<file path="config.mk">
export PLATFORM = sky130hd
export DESIGN_NAME = td4_prog_loader_flat
export DESIGN_NICKNAME = d
export VERILOG_FILES = /design/src/rtl/td4_prog_loader_if.sv /design/src/rtl/td4_prog_loader.sv /design/src/flat_wrapper.sv
export SDC_FILE = /design/constraint.sdc
export NUM_CORES = 1
export LEC_CHECK = 0
export CORE_UTILIZATION = 65
export CTS_CLUSTER_SIZE = 14
export DETAILED_ROUTE_END_ITERATION = 16
export PLACE_DENSITY = 0.81
export SKIP_CTS_REPAIR_TIMING = 1
export SLEW_MARGIN = 20
export SYNTH_ARGS = -nofsm -noshare
export SYNTH_HDL_FRONTEND = slang
export SYNTH_SLANG_ARGS = --single-unit
</file>
<file path="constraint.sdc">
create_clock -name clk -period 12.25 [get_ports clk]
set_input_delay 2.45 -clock clk [delete_from_list [all_inputs] [get_ports clk]]
set_output_delay 2.45 -clock clk [all_outputs]
set_load 0.02 [all_outputs]
</file>
<file path="src/rtl/td4_prog_loader_if.sv">
// Load-stream and fetch-port bundle between a program source / TD4 cpu and the
// writable program memory in td4_prog_loader.
interface td4_prog_loader_if #(
    parameter int AW = 4,
    parameter int DW = 8
) ();
    logic [AW-1:0] address;
    logic [DW-1:0] instr;
    logic          ld_start;
    logic          ld_valid;
    logic [DW-1:0] ld_data;
    logic          ld_ready;
    logic          cpu_n_reset;
    logic          busy;
    logic          loaded;
    logic          error;

    modport master (
        output address, ld_start, ld_valid, ld_data,
        input  instr, ld_ready, cpu_n_reset, busy, loaded, error
    );

    modport slave (
        input  address, ld_start, ld_valid, ld_data,
        output instr, ld_ready, cpu_n_reset, busy, loaded, error
    );
endinterface

</file>
<file path="src/rtl/td4_prog_loader.sv">
// Writable 16x8 program memory for the TD4 cpu: byte-stream loader with optional
// checksum, holding the cpu in reset until a verified image is in place.
module td4_prog_loader #(
    parameter int AW          = 4,
    parameter int DW          = 8,
    parameter int CHECKSUM_EN = 1,
    parameter int HOLD_CYCLES = 2
) (
    input  logic               clk,
    input  logic               reset,
    td4_prog_loader_if.slave   bus
);
    localparam int WORDS = 2 ** AW;
    localparam int HW    = (HOLD_CYCLES > 1) ? $clog2(HOLD_CYCLES) : 1;

    typedef enum logic [2:0] {
        IDLE,
        LOAD,
        CHK,
        RELEASE,
        RUN,
        ERR
    } state_t;

    state_t        state_q, state_d;
    logic [DW-1:0] mem_q [WORDS];
    logic [AW-1:0] wp_q, wp_d;
    logic [DW-1:0] sum_q, sum_d;
    logic [HW-1:0] hold_q, hold_d;
    logic          we;
    logic          xfer;
    logic          cpu_n_reset_q;
    logic          ld_ready_q;
    logic          busy_q;
    logic          loaded_q;
    logic          error_q;

    assign xfer = bus.ld_valid & ld_ready_q;

    always_comb begin
        state_d = state_q;
        wp_d    = wp_q;
        sum_d   = sum_q;
        hold_d  = hold_q;
        we      = 1'b0;
        // A restart wins over everything, including a byte offered in the same cycle.
        if (bus.ld_start) begin
            state_d = LOAD;
            wp_d    = '0;
            sum_d   = '0;
        end else begin
            case (state_q)
                LOAD: begin
                    if (xfer) begin
                        we    = 1'b1;
                        sum_d = sum_q + bus.ld_data;
                        wp_d  = wp_q + 1'b1;
                        if (&wp_q) begin
                            state_d = (CHECKSUM_EN != 0) ? CHK : RELEASE;
                            hold_d  = HW'(HOLD_CYCLES - 1);
                        end
                    end
                end
                CHK: begin
                    if (xfer) begin
                        state_d = (bus.ld_data == sum_q) ? RELEASE : ERR;
                        hold_d  = HW'(HOLD_CYCLES - 1);
                    end
                end
                RELEASE: begin
                    if (hold_q == '0) begin
                        state_d = RUN;
                    end else begin
                        hold_d = hold_q - 1'b1;
                    end
                end
                default: ;
            endcase
        end
    end

    always_ff @(posedge clk or posedge reset) begin
        if (reset) begin
            state_q       <= IDLE;
            wp_q          <= '0;
            sum_q         <= '0;
            hold_q        <= '0;
            cpu_n_reset_q <= 1'b0;
            ld_ready_q    <= 1'b0;
            busy_q        <= 1'b0;
            loaded_q      <= 1'b0;
            error_q       <= 1'b0;
            for (int i = 0; i < WORDS; i++) begin
                mem_q[i] <= '0;
            end
        end else begin
            state_q <= state_d;
            wp_q    <= wp_d;
            sum_q   <= sum_d;
            hold_q  <= hold_d;
            if (we) begin
                mem_q[wp_q] <= bus.ld_data;
            end
            // Status flags are decoded from the next state so they change on the same edge.
            cpu_n_reset_q <= (state_d == RUN);
            ld_ready_q    <= (state_d == LOAD) || (state_d == CHK);
            busy_q        <= (state_d == LOAD) || (state_d == RELEASE);
            loaded_q      <= (state_d == RUN);
            error_q       <= (state_d == ERR);
        end
    end

    assign bus.instr       = mem_q[bus.address];
    assign bus.ld_ready    = ld_ready_q;
    assign bus.cpu_n_reset = cpu_n_reset_q;
    assign bus.busy        = busy_q;
    assign bus.loaded      = loaded_q;
    assign bus.error       = error_q;
endmodule

</file>
<file path="src/flat_wrapper.sv">
// flat-port wrapper written by rule: the top's interface ports become plain ports
module td4_prog_loader_flat 
#(
    parameter int AW          = 4,
    parameter int DW          = 8,
    parameter int CHECKSUM_EN = 1,
    parameter int HOLD_CYCLES = 2
)
  (clk, reset, bus_address, bus_ld_start, bus_ld_valid, bus_ld_data, bus_instr, bus_ld_ready, bus_cpu_n_reset, bus_busy, bus_loaded, bus_error);
  td4_prog_loader_if #(.AW(AW), .DW(DW)) bus_i ();
  input  logic clk;
  input  logic reset;
  input wire logic [$bits(bus_i.address)-1:0] bus_address;
  input wire logic [$bits(bus_i.ld_start)-1:0] bus_ld_start;
  input wire logic [$bits(bus_i.ld_valid)-1:0] bus_ld_valid;
  input wire logic [$bits(bus_i.ld_data)-1:0] bus_ld_data;
  output wire logic [$bits(bus_i.instr)-1:0] bus_instr;
  output wire logic [$bits(bus_i.ld_ready)-1:0] bus_ld_ready;
  output wire logic [$bits(bus_i.cpu_n_reset)-1:0] bus_cpu_n_reset;
  output wire logic [$bits(bus_i.busy)-1:0] bus_busy;
  output wire logic [$bits(bus_i.loaded)-1:0] bus_loaded;
  output wire logic [$bits(bus_i.error)-1:0] bus_error;
  assign bus_i.address = bus_address;
  assign bus_i.ld_start = bus_ld_start;
  assign bus_i.ld_valid = bus_ld_valid;
  assign bus_i.ld_data = bus_ld_data;
  assign bus_instr = bus_i.instr;
  assign bus_ld_ready = bus_i.ld_ready;
  assign bus_cpu_n_reset = bus_i.cpu_n_reset;
  assign bus_busy = bus_i.busy;
  assign bus_loaded = bus_i.loaded;
  assign bus_error = bus_i.error;
  td4_prog_loader #(.AW(AW), .DW(DW), .CHECKSUM_EN(CHECKSUM_EN), .HOLD_CYCLES(HOLD_CYCLES)) u_core (.clk(clk), .reset(reset), .bus(bus_i));
endmodule
</file>
==> flow_metrics.env <==
export IMPL_worst_slew_pin_slew_ns=0.889
export IMPL_hold_end="u_core.mem_q[79]$_DFFE_PP0P_"
export IMPL_status="finished clean"
export IMPL_netlist_area_mm2=0.00701
export IMPL_die_y_um=106
export IMPL_io_pins=29
export IMPL_hpwl_um=9240
export IMPL_grt_max_degree=93
export IMPL_finalWorstSetupSlack_ns=5.01
export IMPL_r2r_end="u_core.mem_q[19]$_DFFE_PP0P_"
export IMPL_ys_async_sr_fraction_pct=100
export IMPL_clock_path_buffers=2
export IMPL_highest_layer="met4"
export IMPL_whs_path_depth=1
export IMPL_cp_slowest_cell="clkdlybuf4s50_1"
export IMPL_grt_pass1_vias=4436
export IMPL_synth_edf_count=0
export IMPL_ir_worst_vdd_mv=0.113
export IMPL_grt_ovfl_total=0
export IMPL_die_x_um=106
export IMPL_cts_sinks=148
export IMPL_r2r_slack_ns=9.30
export IMPL_vias_per_cell=6.61
export IMPL_place_ws_ns=5.00
export IMPL_grt_pass1_wl_um=24900
export IMPL_fin_crit_sh_pct=59.1
export IMPL_numCtsBuffers=17
export IMPL_fin_tns_setup_ns=0
export IMPL_drive_gt1_share_pct=42.4
export IMPL_insertion_delay_ns=0.54
export IMPL_path_clk_slew_ns=0.06
export IMPL_ys_warn_count=0
export IMPL_ys_ff_latch=148
export IMPL_h_tree_depth=4
export IMPL_antenna_found_initial=0
export IMPL_rows=37
export IMPL_initialDrtViolationCount=227
export IMPL_slew_limit_headroom_pct=40.5
export IMPL_path_max_fanout=32
export IMPL_critPathKind="in2out"
export IMPL_place_congestion=0.815
export IMPL_port_buffers=28
export IMPL_wl_per_cell_um=24.5
export IMPL_cp_arrival_ns=4.79
export IMPL_met3_length_um=813
export IMPL_wl_met2_um=8050
export IMPL_cts_tree="built"
export IMPL_drv_slew=0
export IMPL_min_period_ns=7.24
export IMPL_finish_utilization_pct=77.4
export IMPL_drc=0
export IMPL_grt_util_all_layers_pct=31.0
export IMPL_r2r_cells=4
export IMPL_placedCellCount=604
export IMPL_worstHoldStart="u_core.mem_q[79]$_DFFE_PP0P_"
export IMPL_met1Wirelength_um=6380
export IMPL_instances_no_fill=636
export IMPL_finalSetupViolCount=0
export IMPL_required_ns=9.80
export IMPL_post_synth_inst_count=465
export IMPL_hold_class="reg2reg"
export IMPL_p_leak_nw=3.77
export IMPL_synth_fp_nets=493
export IMPL_cts_root_buffer="clkbuf_8"
export IMPL_p_per_area_mw_per_mm2=155
export IMPL_nFillCells=597
export IMPL_skew_ns=0.00535
export IMPL_hold_slack_ns=0.502
export IMPL_n_antenna_cell=0
export IMPL_cp_slowest_stage_delay_ns=0.56
export IMPL_dr_pass1_iters=7
export IMPL_hold_violations=0
export IMPL_syn_avg_cell_area_um2=15.1
export IMPL_start_util_pct=67.6
export IMPL_worstPathCellList="clkdlybuf4s50_1, buf_4, mux4_2, mux4_2, clkdlybuf4s50_1"
export IMPL_vias=4207
export IMPL_fmax_mhz=138
export IMPL_drtAntennaViolNets=0
export IMPL_core_mm2=0.0104
export IMPL_r2r_start="u_core.state_q[2]$_DFF_PP0_"
export IMPL_syn_to_final_growth_pct=14.4
export IMPL_rsz0062_at_grt="false"
export IMPL_die_area_mm2=0.0112
export IMPL_worst_setup_path_start_kind="input pin"
export IMPL_ys_types=42
export IMPL_cap_violations=0
export IMPL_synth_ff_type="dfrtp_1"
export IMPL_wl_um=15600
export IMPL_ys_seq_area_share_pct=52.8
export IMPL_endpoint_kind="primary output"
export IMPL_fin_nets=515
==> cell usage after synthesis (all sizes together) (2+ instances only) <==
| cell | count | area, um2 |
|---|---|---|
| nand3 | 6 | 30.0 |
| clkbuf | 16 | 60.1 |
| dfrtp | 148 | 3700 |
| nand4 | 4 | 25.0 |
| or2 | 2 | 12.5 |
| mux2 | 130 | 1460 |
| xnor2 | 3 | 26.3 |
| nor3 | 5 | 25.0 |
| nor2b | 4 | 25.0 |
| nand3b | 2 | 15.0 |
| a22o | 6 | 52.6 |
| a21oi | 7 | 35.0 |
| a211oi | 2 | 15.0 |
| nor2 | 11 | 41.3 |
| nand4b | 2 | 17.5 |
| inv | 5 | 18.8 |
| nand2 | 14 | 70.1 |
| nand2b | 4 | 25.0 |
| o21ai | 6 | 30.0 |
| a21o | 3 | 22.5 |
| o22ai | 2 | 12.5 |
| buf | 12 | 63.8 |
| ha | 11 | 138 |
| mux4 | 40 | 901 |
| or3 | 4 | 25.0 |
| xor2 | 4 | 35.0 |
==> cell families (layout without fill, tap and decap cells) <==
group | count (synthesis) | after routing | share of synthesized area, %
AND/OR/NAND/NOR | 63 | 63 | 5.17
buffers and inverters | 33 | 68 | 2.03
AO/OA/AOI/OAI | 31 | 31 | 3.00
flip-flops | 148 | 148 | 52.8
XOR/XNOR | 7 | 7 | 0.874
adder cells (fa/ha/maj) | 12 | 12 | 2.25
multiplexers | 171 | 171 | 33.9
==> metal layers <==
| metal | global-route usage [%] | up-vias |
|---|---|---|
| li1 | - | 1793 |
| met1 | 40.4 | 2253 |
| met2 | 51.4 | 135 |
| met3 | 7.61 | 26 |
| met4 | 10.2 | 0 |
| met5 | 0 | - |
==> registers in the layout (all words and copies together) (netlist names) <==
name / cells
u_core.bus.busy: 1
u_core.bus.cpu_n_reset: 1
u_core.bus.error: 1
u_core.bus.ld_ready: 1
u_core.hold_q: 1
u_core.mem_q: 128
u_core.state_q: 3
u_core.sum_q: 8
u_core.wp_q: 4
==> report_power, final <==
part           internal, mW  switching, mW  total, mW  leakage (nW)
clock                 0.373          0.194      0.567         0.312
combinational        0.0685         0.0617      0.130          1.46
sequential            0.525         0.0207      0.545          2.00
==> per-stage QoR <==
stage	cell area, um2	power, mW
after floorplan	7010	0.644
after global placement	7370	0.673
after detailed placement	7370	0.680
after CTS	8020	1.25
after global routing	8020	1.28
final	8020	1.24
==> worst max path at each step <==
stage                         to  slack (ns)           start
CTS                 bus_instr[7]        5.00  bus_address[1]
floorplan           bus_instr[0]        5.77  bus_address[0]
detailed placement  bus_instr[7]        5.00  bus_address[1]
finish              bus_instr[7]        5.01  bus_address[1]
global route        bus_instr[7]        4.95  bus_address[1]
global placement    bus_instr[7]        5.03  bus_address[1]
==> cells in the final DEF (no fill, tap or decap), drive strengths merged, types with 3 or more instances in the layout <==
master / n
clkbuf: 24
clkdlybuf4s50: 27
ha: 11
inv: 5
mux2: 130
nor3: 5
nand3: 6
nor2: 11
a21o: 3
bufinv: 5
or3: 4
xor2: 4
dfrtp: 148
xnor2: 3
mux4: 40
nand2b: 4
nand4: 4
a22o: 6
buf: 4
o21ai: 6
nand2: 14
nor2b: 4
a21oi: 7
==> worst max-delay path, delay by kind of cell <==
| family | cells | cell delay, ns |
|---|---|---|
| buffers and inverters | 3 | 1.42 |
| muxes | 2 | 0.90 |
==> layout make-up <==
| cell class | count | area (um2) | share of cell area, % |
|---|---|---|---|
| Sequential cell | 148 | 3700 | 46.2 |
| Multi-Input combinational cell | 284 | 3180 | 39.6 |
| Clock buffer | 24 | 480 | 5.99 |
| Timing Repair Buffer | 31 | 298 | 3.71 |
| Clock inverter | 8 | 170 | 2.12 |
| Tap cell | 136 | 170 | 2.12 |
| Inverter | 5 | 23.8 | 0.296 |
Note: power is estimated with default switching activity, not from simulation.
